## src/rtl/mul_seq.sv

```systemverilog
// mul_seq: PDP-11 MUL sequencer.
// Latches the operands, hands them to the external 16x16 signed multiplier,
// captures the 32-bit product, and writes it back through the single
// register-file port using the PDP-11 even/odd destination rules. It then
// issues one N/Z/V/C update.
// Optional feature macro: MULSEQ_ZERO_BYPASS_EN. When it is defined, a zero
// operand skips the multiplier and the sequencer writes P=0 directly.
// All outputs are registers. They are decoded from the state the FSM is about
// to enter, so each output changes on the same edge as the state.
`timescale 1ns/1ps
module mul_seq (
  input  logic        clk,
  input  logic        reset_n,
  input  logic        start,
  input  logic [2:0]  dst_reg,
  input  logic [15:0] src_a,
  input  logic [15:0] src_b,
  output logic        mul_ready,
  output logic [15:0] mul_a,
  output logic [15:0] mul_b,
  input  logic        mul_done,
  input  logic [31:0] mul_product,
  input  logic        mul_overflow,
  output logic        rf_we,
  output logic [2:0]  rf_waddr,
  output logic [15:0] rf_wdata,
  input  logic        rf_stall,
  output logic        cc_we,
  output logic [3:0]  cc_nzvc,
  output logic        busy,
  output logic        done
);

  localparam logic [2:0] S_IDLE  = 3'd0;
  localparam logic [2:0] S_WAIT  = 3'd1;
  localparam logic [2:0] S_WR_HI = 3'd2;
  localparam logic [2:0] S_WR_LO = 3'd3;
  localparam logic [2:0] S_FIN   = 3'd4;

  logic [2:0]  state_q, state_d;
  logic [15:0] a_q, a_d, b_q, b_d;
  logic [2:0]  dst_q, dst_d;
  logic [31:0] p_q, p_d;
  logic        ov_q, ov_d;
  logic        mul_ready_q, mul_ready_d;
  logic        busy_q, busy_d;
  logic        rf_we_q, rf_we_d;
  logic [2:0]  rf_waddr_q, rf_waddr_d;
  logic [15:0] rf_wdata_q, rf_wdata_d;
  logic        cc_we_q, cc_we_d;
  logic [3:0]  cc_nzvc_q, cc_nzvc_d;
  logic        done_q, done_d;
  logic        zero_op_s;

  // N from the product sign, Z from an all-zero product, V always clear,
  // C from the multiplier overflow flag.
  function automatic logic [3:0] calc_nzvc(input logic [31:0] p, input logic ov);
    calc_nzvc = {p[31], (p == 32'd0), 1'b0, ov};
  endfunction

`ifdef MULSEQ_ZERO_BYPASS_EN
  assign zero_op_s = (src_a == 16'd0) || (src_b == 16'd0);
`else
  assign zero_op_s = 1'b0;
`endif

  // Sequencer transitions and capture of operands and product.
  always_comb begin
    state_d = state_q;
    a_d     = a_q;
    b_d     = b_q;
    dst_d   = dst_q;
    p_d     = p_q;
    ov_d    = ov_q;
    case (state_q)
      S_IDLE: begin
        if (start) begin
          a_d   = src_a;
          b_d   = src_b;
          dst_d = dst_reg;
          if (zero_op_s) begin
            p_d     = 32'd0;
            ov_d    = 1'b0;
            state_d = dst_reg[0] ? S_WR_LO : S_WR_HI;
          end else begin
            state_d = S_WAIT;
          end
        end else begin
          state_d = S_IDLE;
        end
      end
      S_WAIT: begin
        if (mul_done) begin
          p_d     = mul_product;
          ov_d    = mul_overflow;
          state_d = dst_q[0] ? S_WR_LO : S_WR_HI;
        end else begin
          state_d = S_WAIT;
        end
      end
      S_WR_HI: begin
        if (!rf_stall) begin
          state_d = S_WR_LO;
        end else begin
          state_d = S_WR_HI;
        end
      end
      S_WR_LO: begin
        if (!rf_stall) begin
          state_d = S_FIN;
        end else begin
          state_d = S_WR_LO;
        end
      end
      S_FIN:   state_d = S_IDLE;
      default: state_d = S_IDLE;
    endcase
  end

  // Output decode from the upcoming state. During a stall the state does not
  // change, so the write port holds its values.
  always_comb begin
    mul_ready_d = (state_d == S_WAIT);
    busy_d      = (state_d != S_IDLE);
    rf_we_d     = (state_d == S_WR_HI) || (state_d == S_WR_LO);
    done_d      = (state_d == S_FIN);
    cc_we_d     = (state_d == S_FIN);
    rf_waddr_d  = rf_waddr_q;
    rf_wdata_d  = rf_wdata_q;
    cc_nzvc_d   = cc_nzvc_q;
    case (state_d)
      S_WR_HI: begin
        rf_waddr_d = dst_d;
        rf_wdata_d = p_d[31:16];
      end
      S_WR_LO: begin
        rf_waddr_d = {dst_d[2:1], 1'b1};
        rf_wdata_d = p_d[15:0];
      end
      S_FIN:   cc_nzvc_d = calc_nzvc(p_d, ov_d);
      default: cc_nzvc_d = cc_nzvc_q;
    endcase
  end

  // State and output registers; reset aborts any operation in flight.
  always_ff @(posedge clk or negedge reset_n) begin
    if (!reset_n) begin
      state_q     <= S_IDLE;
      a_q         <= 16'd0;
      b_q         <= 16'd0;
      dst_q       <= 3'd0;
      p_q         <= 32'd0;
      ov_q        <= 1'b0;
      mul_ready_q <= 1'b0;
      busy_q      <= 1'b0;
      rf_we_q     <= 1'b0;
      rf_waddr_q  <= 3'd0;
      rf_wdata_q  <= 16'd0;
      cc_we_q     <= 1'b0;
      cc_nzvc_q   <= 4'b0000;
      done_q      <= 1'b0;
    end else begin
      state_q     <= state_d;
      a_q         <= a_d;
      b_q         <= b_d;
      dst_q       <= dst_d;
      p_q         <= p_d;
      ov_q        <= ov_d;
      mul_ready_q <= mul_ready_d;
      busy_q      <= busy_d;
      rf_we_q     <= rf_we_d;
      rf_waddr_q  <= rf_waddr_d;
      rf_wdata_q  <= rf_wdata_d;
      cc_we_q     <= cc_we_d;
      cc_nzvc_q   <= cc_nzvc_d;
      done_q      <= done_d;
    end
  end

  assign mul_ready = mul_ready_q;
  assign mul_a     = a_q;
  assign mul_b     = b_q;
  assign rf_we     = rf_we_q;
  assign rf_waddr  = rf_waddr_q;
  assign rf_wdata  = rf_wdata_q;
  assign cc_we     = cc_we_q;
  assign cc_nzvc   = cc_nzvc_q;
  assign busy      = busy_q;
  assign done      = done_q;

endmodule

```

## config.mk

```make
export PLATFORM = sky130hd
export DESIGN_NAME = mul_seq
export DESIGN_NICKNAME = d
export VERILOG_FILES = /design/src/rtl/mul_seq.sv
export SDC_FILE = /design/constraint.sdc
export NUM_CORES = 1
export LEC_CHECK = 0
export BUFFER_PORTS_ARGS = -buffer_cell sky130_fd_sc_hd__buf_2
export CELL_PAD_IN_SITES_DETAIL_PLACEMENT = 0
export CELL_PAD_IN_SITES_GLOBAL_PLACEMENT = 2
export CORE_MARGIN = 3
export CORE_UTILIZATION = 32
export DETAILED_ROUTE_END_ITERATION = 6
export PLACE_DENSITY = 0.91
export SKIP_LAST_GASP = 1
export SLEW_MARGIN = 40
export SYNTH_ARGS = -nofsm -noshare
export SYNTH_HDL_FRONTEND = slang
export SYNTH_SLANG_ARGS = --single-unit
```

## constraint.sdc

```tcl
create_clock -name clk -period 2.4 [get_ports clk]
set_input_delay 0.48 -clock clk [delete_from_list [all_inputs] [get_ports clk]]
set_output_delay 0.48 -clock clk [all_outputs]
set_load 0.1 [all_outputs]
```

# [Word-level counts from Yosys, hierarchy flattened]
# Index checks and enable logic that the tools add are counted.
[op_classes] eq_ne=7 mux=14 reduce_logical=6
[ops] cell="$mux 32" n=2
[ops] cell="$logic_not 32->1" n=1
[ops] cell="$pmux 16 s2" n=1
[ops] cell="$eq 3x2->1 const B" n=4
[ops] cell="$pmux 3 s4" n=1
[ops] cell="$mux 3" n=3
[ops] cell="$eq 3x1->1 const B" n=2
[ops] cell="$pmux 3 s2" n=1
[ops] cell="$mux 1" n=5
[ops] cell="$eq 3x3->1 const B" n=1
[ops] cell="$logic_not 3->1" n=1
[ops] cell="$reduce_bool 3->1" n=1
[ops] cell="$mux 2" n=1
[ops] cell="$reduce_and 2->1" n=1
[ops] cell="$reduce_bool 2->1" n=1
[ops] cell="$logic_or 1x1->1" n=1
[word_totals] out_inout_bits=60 wordCells=40 inputBits=73 register_bits=97

# [Logic depth before layout (Yosys ltp)]
# Gate-level depths: netlist of run 1.
[depth] word_depth=5 mapped_depth=7

# [Worst setup path before layout of run 1]
# Ideal clock, no wire load.
[synth_timing] path_kind="register to output" start="register done_q (netlist: done)" end="output done" path_stages_with_launch=2 arrival_ns=1.324 slack_ns=0.596 required_ns=1.920 cell_sequence="dfrtp_1 -> buf_4"
[synth_rtl] item="from (decl)" line="52" text="logic done_q, done_d;"
[synth_rtl] item="from (signal assigned)" line="176" text="done_q <= done_d;"
[synth_rtl] item="to (decl)" line="31" text="output logic done"
# No word-level cell between the ends.

# [Worst setup path in the final report of run 1]
[layout_timing] start="register state_q[1]" end="register rf_wdata_q[9] (netlist: rf_wdata[9])"
[layout_between] word_cells_on_any_way=10
[layout_rtl] item="from (decl)" line="40" text="logic [2:0] state_q, state_d;"
[layout_rtl] item="from (signal assigned)" line="163" text="state_q <= state_d;"
[layout_rtl] item="$eq 3x1->1" line="75" text="case (state_q)"
[layout_rtl] item="$mux 32"
[layout_rtl] item="net p_d[25]" line="43" text="logic [31:0] p_q, p_d;"
[layout_rtl] item="$pmux 16 s2" line="131" text="case (state_d)"
[layout_rtl] item="to (signal assigned)" line="173" text="rf_wdata_q <= rf_wdata_d;"
[layout_rtl] item="to (decl)" line="49" text="logic [15:0] rf_wdata_q, rf_wdata_d;"
# The timed path passes the listed nets, and every way through them passes these cells.
# A chain may end at the register's enable or synchronous reset.

==> results of run 1 <==
area by class of cell:
type                       instances  area, sq um
fill                            1248         7370
clock inverter                     6         83.8
clock buffer                      10          229
tap                              172          215
sequential                        97         2430
inverter                           7         26.3
timing repair buffer             143          773
multi-input combinational        226         1600
worst paths after layout:
path / startpoint / endpoint / slack [ns] / cells after the start
max: state_q[1] / rf_wdata[9] / 0.45 / 6
min: reset_n / mul_a[5] / 0.15 / 1
max reg2reg: state_q[1] / rf_wdata[9] / 0.45 / 6
min reg2reg: ov_q / ov_q / 0.48 / 2
max in group asynchronous: reset_n / mul_b[8] / 1.56 / 2
min in group clk: mul_overflow / ov_q / 0.34 / 3
registers in the layout, indices dropped and copies added, names as in the netlist:
name	cells
p_q	32
mul_a	16
mul_b	16
rf_wdata	16
cc_nzvc	3
dst_q	3
rf_waddr	3
state_q	3
busy	1
done	1
mul_ready	1
ov_q	1
rf_we	1
routing by layer:
metal	up-vias	share of wire [%]	GRT usage [%]
li1	1485	-	-
met1	1478	46	20.4
met2	122	44	22.8
met3	12	8.0	3.41
met4	0	1.7	5.67
met5	-	0	0
cells in the mapped netlist (2+ instances only):
| master | number | area (sq um) |
|---|---|---|
| nor4_1 | 9 | 56.3 |
| mux2_1 | 8 | 90.1 |
| inv_2 | 3 | 11.3 |
| buf_2 | 7 | 35.0 |
| nand2b_1 | 17 | 106 |
| inv_1 | 4 | 15.0 |
| buf_4 | 6 | 45.0 |
| nand2_1 | 76 | 285 |
| nor3_1 | 7 | 35.0 |
| a21oi_1 | 3 | 15.0 |
| nand4_1 | 2 | 12.5 |
| a22o_1 | 16 | 140 |
| nand3_1 | 3 | 15.0 |
| mux2_4 | 7 | 105 |
| a31oi_1 | 17 | 106 |
| dfrtp_1 | 97 | 2430 |
| o21ai_1 | 3 | 15.0 |
| buf_6 | 3 | 33.8 |
| mux2_2 | 35 | 394 |
| nor2_1 | 6 | 22.5 |
cells by family (layout without fill, tap and decap cells):
logic type | after synthesis | count (layout)
flip-flops | 97 | 97
other | 1 | 1
AND/OR/NAND/NOR | 130 | 130
multiplexers | 51 | 51
buffers and inverters | 26 | 166
AO/OA/AOI/OAI | 44 | 44
through the flow:
stage,hold WS [ns],setup slack [ns],std cells
after floorplan,0.184,0.596,349
after global placement,0.453,0.470,645
after detailed placement,0.464,0.414,645
after CTS,0.163,0.439,661
after global routing,0.195,0.322,661
final,0.150,0.453,661
cells in the final DEF (no fill, tap or decap), types with 3 or more instances in the layout:
cell type,instances
buf_2,130
dfrtp_1,97
nand2_1,76
mux2_2,35
nand2b_1,17
a31oi_1,17
a22o_1,16
buf_4,11
nor4_1,9
clkbuf_16,9
mux2_1,8
mux2_4,7
nor3_1,7
nor2_1,6
inv_1,4
inv_2,3
a21oi_1,3
o21ai_1,3
nand3_1,3
==> results list, run 1 <==
- The run finished with clean final reports.
- Sequential fraction of the synthesis area: 58.0%
- The floorplan step set the die height to 120 microns.
- Share of synthesized area spent on multiplexers: 14.3%
- Xor-xnor portion of the synthesized cell area: 0%
- The number of global-route vias before repair is 3177.
- The number of antenna diodes in the final layout is 0.
- The die covers 0.0145 sq mm.
- Average via count per standard cell: 4.69
- Clock latency of the later-clocked register in the worst-skew pair: between 0.3 and 0.4 ns
- Share of synthesized cell area in full adder, half adder and majority cells: 0%
* Worst path max stage delay: 0.44 ns
- Max H-tree Level: 3
- Entering global routing, the biggest net connects 49 pins.
* Final standard cell utilization of the core: between 40% and 50%
* Total of endpoints with negative setup slack in the final report: 0
- The worst setup path is launched from a flip-flop.
* Grt ovf: 0
* Critical path capture point type: flip-flop
* Achievable frequency: 513 MHz
* Share of layout cells above drive strength 1: between 40% and 50%
- After legalization and detailed placement, the total HPWL measured 7710 microns.
- Buffers added to address setup during post-CTS repair amount to 0.
* TritonCTS clock tree: done
* Final hold violations: 0
- Clock transition time at the flip-flop clock pins of the worst setup and hold paths: 0.07 ns
* Number of enable flip-flop cells after synthesis: 0
- Arrival @ worst endpoint: 2.18 ns
* Clock buffer depth: 2
- DP Area: 0.00504 sq mm
- Port Buffer Count: 131
- For this run, the detailed router's first-pass iteration total came to 4.
* Period utilisation layout: 81.1%
- CP cell instances: nand3b_2, nor2_8, buf_4, mux2_4, nand2b_1, a22o_1
- Master cell of the clock root buffer: clkbuf_16
- The tightest min-delay check is of the in2async type.
* Kind of cell with the highest combined delay on the critical path: simple AND/OR/NAND/NOR gates
- The floorplan has 41 rows.
- In the synthesized netlist the dominant register cell turns out to be dfrtp_1.
- Initial drt markers: approximately 170
- Summing every instance area after synthesis gives 0.00418 sq mm.
* Yosys warning count: 0
- Of the total synthesized cell area, the portion taken by AND, OR, NAND and NOR gates is 15.6%.
* # nets final: between 500 and 600
* Die extent in x: approximately 120 microns
- Via count: between 3000 and 4000
- Routed wirelength normalized by instance count: 15.8 microns
* Number of buffer and inverter instances along the worst setup path: 1
- Post-Synthesis Cells: 349
* Min cycle time layout: 1.95 ns
- Register bit total from synthesis: 97
- Max-capacitance violation count: 0
* Fraction of synthesis flops using an asynchronous set or reset pin: 100%
* Remaining DRCs: 0
- Synth cell types: 40
- Hold repair after CTS inserted 0 buffers.
- The finished cells cover 0.00535 sq mm.
- Of all nets on the critical path, the largest fanout is 12.
* Global routing usage summed across all routing layers: 14.8%
- When the netlist entered floorplanning its net count stood at 422.
- The floorplan step defined a core boundary enclosing approximately 0.013 sq mm.
- In this run the mean area of a mapped cell was 12.0 sq um.
* Post-synthesis compound-gate area fraction: between 8 and 9%
- CP Data Required Time: 2.64 ns
- Global-route wire length before repair: 16700 microns
* Number of clock buffers inserted by TritonCTS: 9
- Crit-path slowest cell: dfrtp_1
- The area growth from synthesis to layout is 28.0%.
* Slew HR: 59.0%
* # resized after CTS: 0
- Setup repair after global routing left no endpoint under its margin.
* Effective utilization at floorplan: around a third
- The worst setup path is of the reg2reg kind.
- Worst-Margin Slew: 0.615 ns
- Combinational family with the most area after synthesis: simple AND/OR/NAND/NOR gates
* Post-detailed-routing wire length: 10500 microns
* Sum Neg Setup Slack: 0 ns
* Number of antenna violations at the first check in global routing: 0
- Antenna-violating nets left: 0
- Across the routed clock network, the largest skew measured is 0.00868 ns.
- Number of I/O pins: 133
- Pins Over Slew Limit: 0
* Clk sink count: 97
- Routability-driven placement finished with a final weighted congestion of between 0.8 and 0.9.
Power of run 1 is left out: the tool's default activity adds up to more than one toggle a clock period on the data nets, which glitch-free logic cannot reach.
==> run 2: changes to the inputs <==
Settings changed: ABC_AREA set to 1, CORE_UTILIZATION 32 to 28, PLACE_DENSITY 0.91 to 0.9.
Clock period 2.4 ns to 1.91 ns, I/O delays scaled along.
==> run 2 against run 1 <==
  * The run now ends with negative hold slack left
  * Global-route usage decreased by 0.11 points
  * Routed wire length increased by 14%
  * Sequential cell count did not move
  * First-iteration DRC count fell by 14%
  * Final cell count is 31% higher
  * Sequential share of layout area shrank 1.2 points
  * Critical path depth up 4
  * Clock-buffer cell count rose by 4
  * Synthesized area grew 2.9%
  * Worst setup slack worse by 0.26 ns
  * Register-to-register slack got worse by 0.26 ns
  * Critical path type unchanged
  * Critical endpoint is now cc_nzvc[2]
  * Largest cell class unchanged
==> results list, run 2 <==
- The number of global-route vias before repair is 3941 (was 3177).
- The area of the placeable core is 0.0148 sq mm (was 0.0127 sq mm).
- The residual antenna-violating net count after detailed routing came to 0 (unchanged).
- The count of maximum capacitance violations was 0 (unchanged).
- Via count: 3858 (was 3097)
* Startpoint-to-endpoint class of the critical path: reg2reg (unchanged)
- The remaining global-route overflow was 0 (unchanged).
- Total of endpoints with negative setup slack in the final report: 0 (unchanged)
* Share of synthesized cell area in full adder, half adder and majority cells: 0% (unchanged)
* Number of inserted filler cells in the final layout: 1558 (was 1248)
- Clock latency of the later-clocked register in the worst-skew pair: 0.35 ns (about the same)
- The largest net degree at the start of global routing came to 37 (was 49).
* Final hold violations: 5 (was 0)
* Gp weighted congestion: 0.758 (was 0.804)
- Post-Syn Nets: 621 (was 422)
- Xor-xnor portion of the synthesized cell area: 0% (unchanged)
- The clock skew is 0.00469 ns (was 0.00868 ns).
* Global-route wire length before repair: 19300 microns (was 16700 microns)
* Average via count per standard cell: 4.45 (was 4.69)
- The largest register by flop count was p_q (unchanged).
- The post-placement cell area is 0.00521 sq mm (was 0.00504 sq mm).
* Share of layout cells above drive strength 1: 24.5% (was 43.1%)
- The number of buffers added on ports was 131 (unchanged).
* Most frequent standard cell in the layout excluding fill and tap cells: nand2_1 (was buf_2)
* Achievable frequency: 582 MHz (was 513 MHz)
- Cell with the most instances after synthesis: nand2_1 (was dfrtp_1)
* Leading cell types in the layout, fill and taps excluded: nand2_1, buf_2, dfrtp_1 (was buf_2, dfrtp_1, nand2_1)
- Biggest fanout along the worst timing path: 21 (was 12)
- The class of the tightest hold or removal check is in2async (unchanged).
- Sum Neg Setup Slack: 0 ns (unchanged)
- The required time of the critical path is 2.18 ns (was 2.64 ns).
- Unrepaired setup endpoints after global routing: no (unchanged).
- The number of DRC markers after the initial detailed-route iteration was 144 (was 167).
- Detail Placement HPWL: 8420 microns (was 7710 microns)
* Diode insertion count for antenna repair: 0 (unchanged)
- The average cell area after synthesis came to 7.85 sq um (was 12.0 sq um).
- Most instantiated cells after synthesis: nand2_1, dfrtp_1, nor2_1, a31oi_1, inv_1 (was dfrtp_1, nand2_1, mux2_2, a31oi_1, nand2b_1)
- Post-synthesis compound-gate area fraction: 6.02% (was 8.08%)
- The count of final max-slew check failures was 0 (unchanged).
- Top_reg_cell synth: dfrtp_1 (unchanged)
- The portion of synthesized cell area occupied by the leading cell type was 56.4% (was 58.0%).
- The arrival time of data at the critical path endpoint came to 1.99 ns (was 2.18 ns).
* Number of clock buffers inserted by TritonCTS: 9 (unchanged)
* Flip-flop count of the largest register, all copies and words added: 32 (unchanged)
- Area of all placed cells without fillers: 0.00550 sq mm (was 0.00535 sq mm)
- The minimum clock period after layout is 1.72 ns (was 1.95 ns).
- Synth area leaders: dfrtp_1, nand2_1, nor2_1 (was dfrtp_1, mux2_2, nand2_1)
- Clock transition time at the flip-flop clock pins of the worst setup and hold paths: 0.07 ns (about the same)
- The final standard cell utilization of the core is 37.1% (was 42.1%).
* Post-Synthesis Cells: 548 (was 349)
- The startpoint type of the worst setup path was a flip-flop (unchanged).
- Critical path capture point type: flip-flop (unchanged)
- Sequential fraction of the synthesis area: 56.4% (was 58.0%)
- The effective utilization at floorplan is 29.1% (was 32.9%).
- Area of the mapped netlist: 0.00430 sq mm (was 0.00418 sq mm)
- Area share of and/or/nand/nor cells after synthesis: 32.2% (was 15.6%)
* Die extent in x: 130 microns (was 120 microns)
- Post-detailed-routing wire length: 11900 microns (was 10500 microns)
- The number of H-tree branching levels is 3 (unchanged).
* Number of enable flip-flop cells after synthesis: 0 (unchanged)
- The total number of clock tree sinks came to 97 (unchanged).
- The number of top-level design ports is 133 (unchanged).
- Number of antenna violations at the first check in global routing: 1 (was 0)
- The overall global routing resource usage is 14.7% (was 14.8%).
* Number of detailed-routing iterations run before antenna repair: 4 (unchanged)
- The maximum root-to-sink buffer count is 2 (unchanged).
- The number of placement rows came to 44 (was 41).
- The signed area change from the synthesized netlist to the final layout was 27.7% (was 28.0%).
* Register bit total from synthesis: 97 (unchanged)
- Combinational family with the most area after synthesis: simple AND/OR/NAND/NOR gates (unchanged)
- The floorplan die area is 0.0169 sq mm (was 0.0145 sq mm).
- The final reports fail on negative hold slack.
- The net count reported at finish was 751 (was 557).
- Period utilisation layout: 89.9% (was 81.1%)
* Fraction of synthesis flops using an asynchronous set or reset pin: 100% (unchanged)
* Worst R2R Setup Slack: 0.19 ns (was 0.45 ns)
- The Yosys warning count came to 0 (unchanged).
* Die height: 130 microns (was 120 microns)
* Leading area contributor after synthesis: dfrtp_1 (unchanged)
- Synth cell types: 21 (was 40)
- TritonCTS clock tree: done (unchanged)
- The remaining routing DRC violations was 0 (unchanged).
* Routed wirelength normalized by instance count: 13.7 microns (was 15.8 microns)
- The post-route worst hold slack was -0.00798 ns (was 0.150 ns).
- Master cell of the clock root buffer: clkbuf_16 (unchanged)
- Share of synthesized area spent on multiplexers: 0% (was 14.3%)
* Outcome: finished, violations left (was completed)
## run 2: cell count changes in the layout (fill, tap and decap cells not counted), moves of 8 or more
| cell | previous run | this run |
|---|---|---|
| nor4_1 | 9 | 0 |
| nor2_1 | 6 | 45 |
| mux2_1 | 8 | 0 |
| inv_1 | 4 | 18 |
| mux2_2 | 35 | 0 |
| a22o_1 | 16 | 0 |
| o21ai_0 | 0 | 15 |
| nand2b_1 | 17 | 0 |
| nand2_1 | 76 | 301 |
## run 2: what timing repair did
action	in CTS	in global routing
setup buffers	0	1
setup endpoints to repair	0	1
hold buffers	0	0
gates resized for setup	0	1
## run 2: kinds of logic (layout without fill, tap and decap cells)
family	Yosys count	count (layout)
flops	97	97
other cells	1	1
buf+inv	49	184
simple gates	357	357
compound gates	44	44
## run 2: through the flow
stage	std cells	setup WS (ns)
6_report	867	0.193
5_1_grt	867	0.00902
4_1_cts	866	0.149
3_5_place_dp	850	0.159
3_3_place_gp	850	0.205
2_1_floorplan	548	0.204
## run 2: cell type report
cell class / instances / area, sq um / share of cell area (%)
multi-input combinational: 402 / 1650 / 30.1
clock inverter: 2 / 12.5 / 0.228
tap: 184 / 230 / 4.19
timing repair buffer: 146 / 825 / 15.0
clock buffer: 14 / 264 / 4.80
inverter: 22 / 85.1 / 1.55
sequential: 97 / 2430 / 44.2
## run 2: worst paths after layout
check / end / startpoint / cells past startpoint
worst max-delay path: cc_nzvc[2] / state_q[1] / 10
worst min-delay path: mul_b[14] / reset_n / 1
worst max register to register: cc_nzvc[2] / state_q[1] / 10
worst min register to register: ov_q / ov_q / 2
max in group asynchronous: p_q[19] / reset_n / 2
min in group clk: mul_a[8] / src_a[8] / 3
## run 2: critical path, cell delays in order, from the launching register on
cell and delay (ns):
dfrtp_1 0.44, inv_2 0.12, nand3_1 0.09, buf_4 0.22, nand2_1 0.08, nand2_1 0.09
nor2_1 0.15, nand2_1 0.07, nor2_1 0.14, nand3_1 0.10, o21bai_1 0.13
## run 2: per-layer routing
metal	up-vias	global-route usage, %	part of all wire (%)
met5	-	0	0.059
met4	2	5.99	1.9
met3	17	5.20	8.4
met2	132	22.7	45
met1	1759	18.9	45
li1	1948	-	-
Power of run 2 is left out for the same reason.
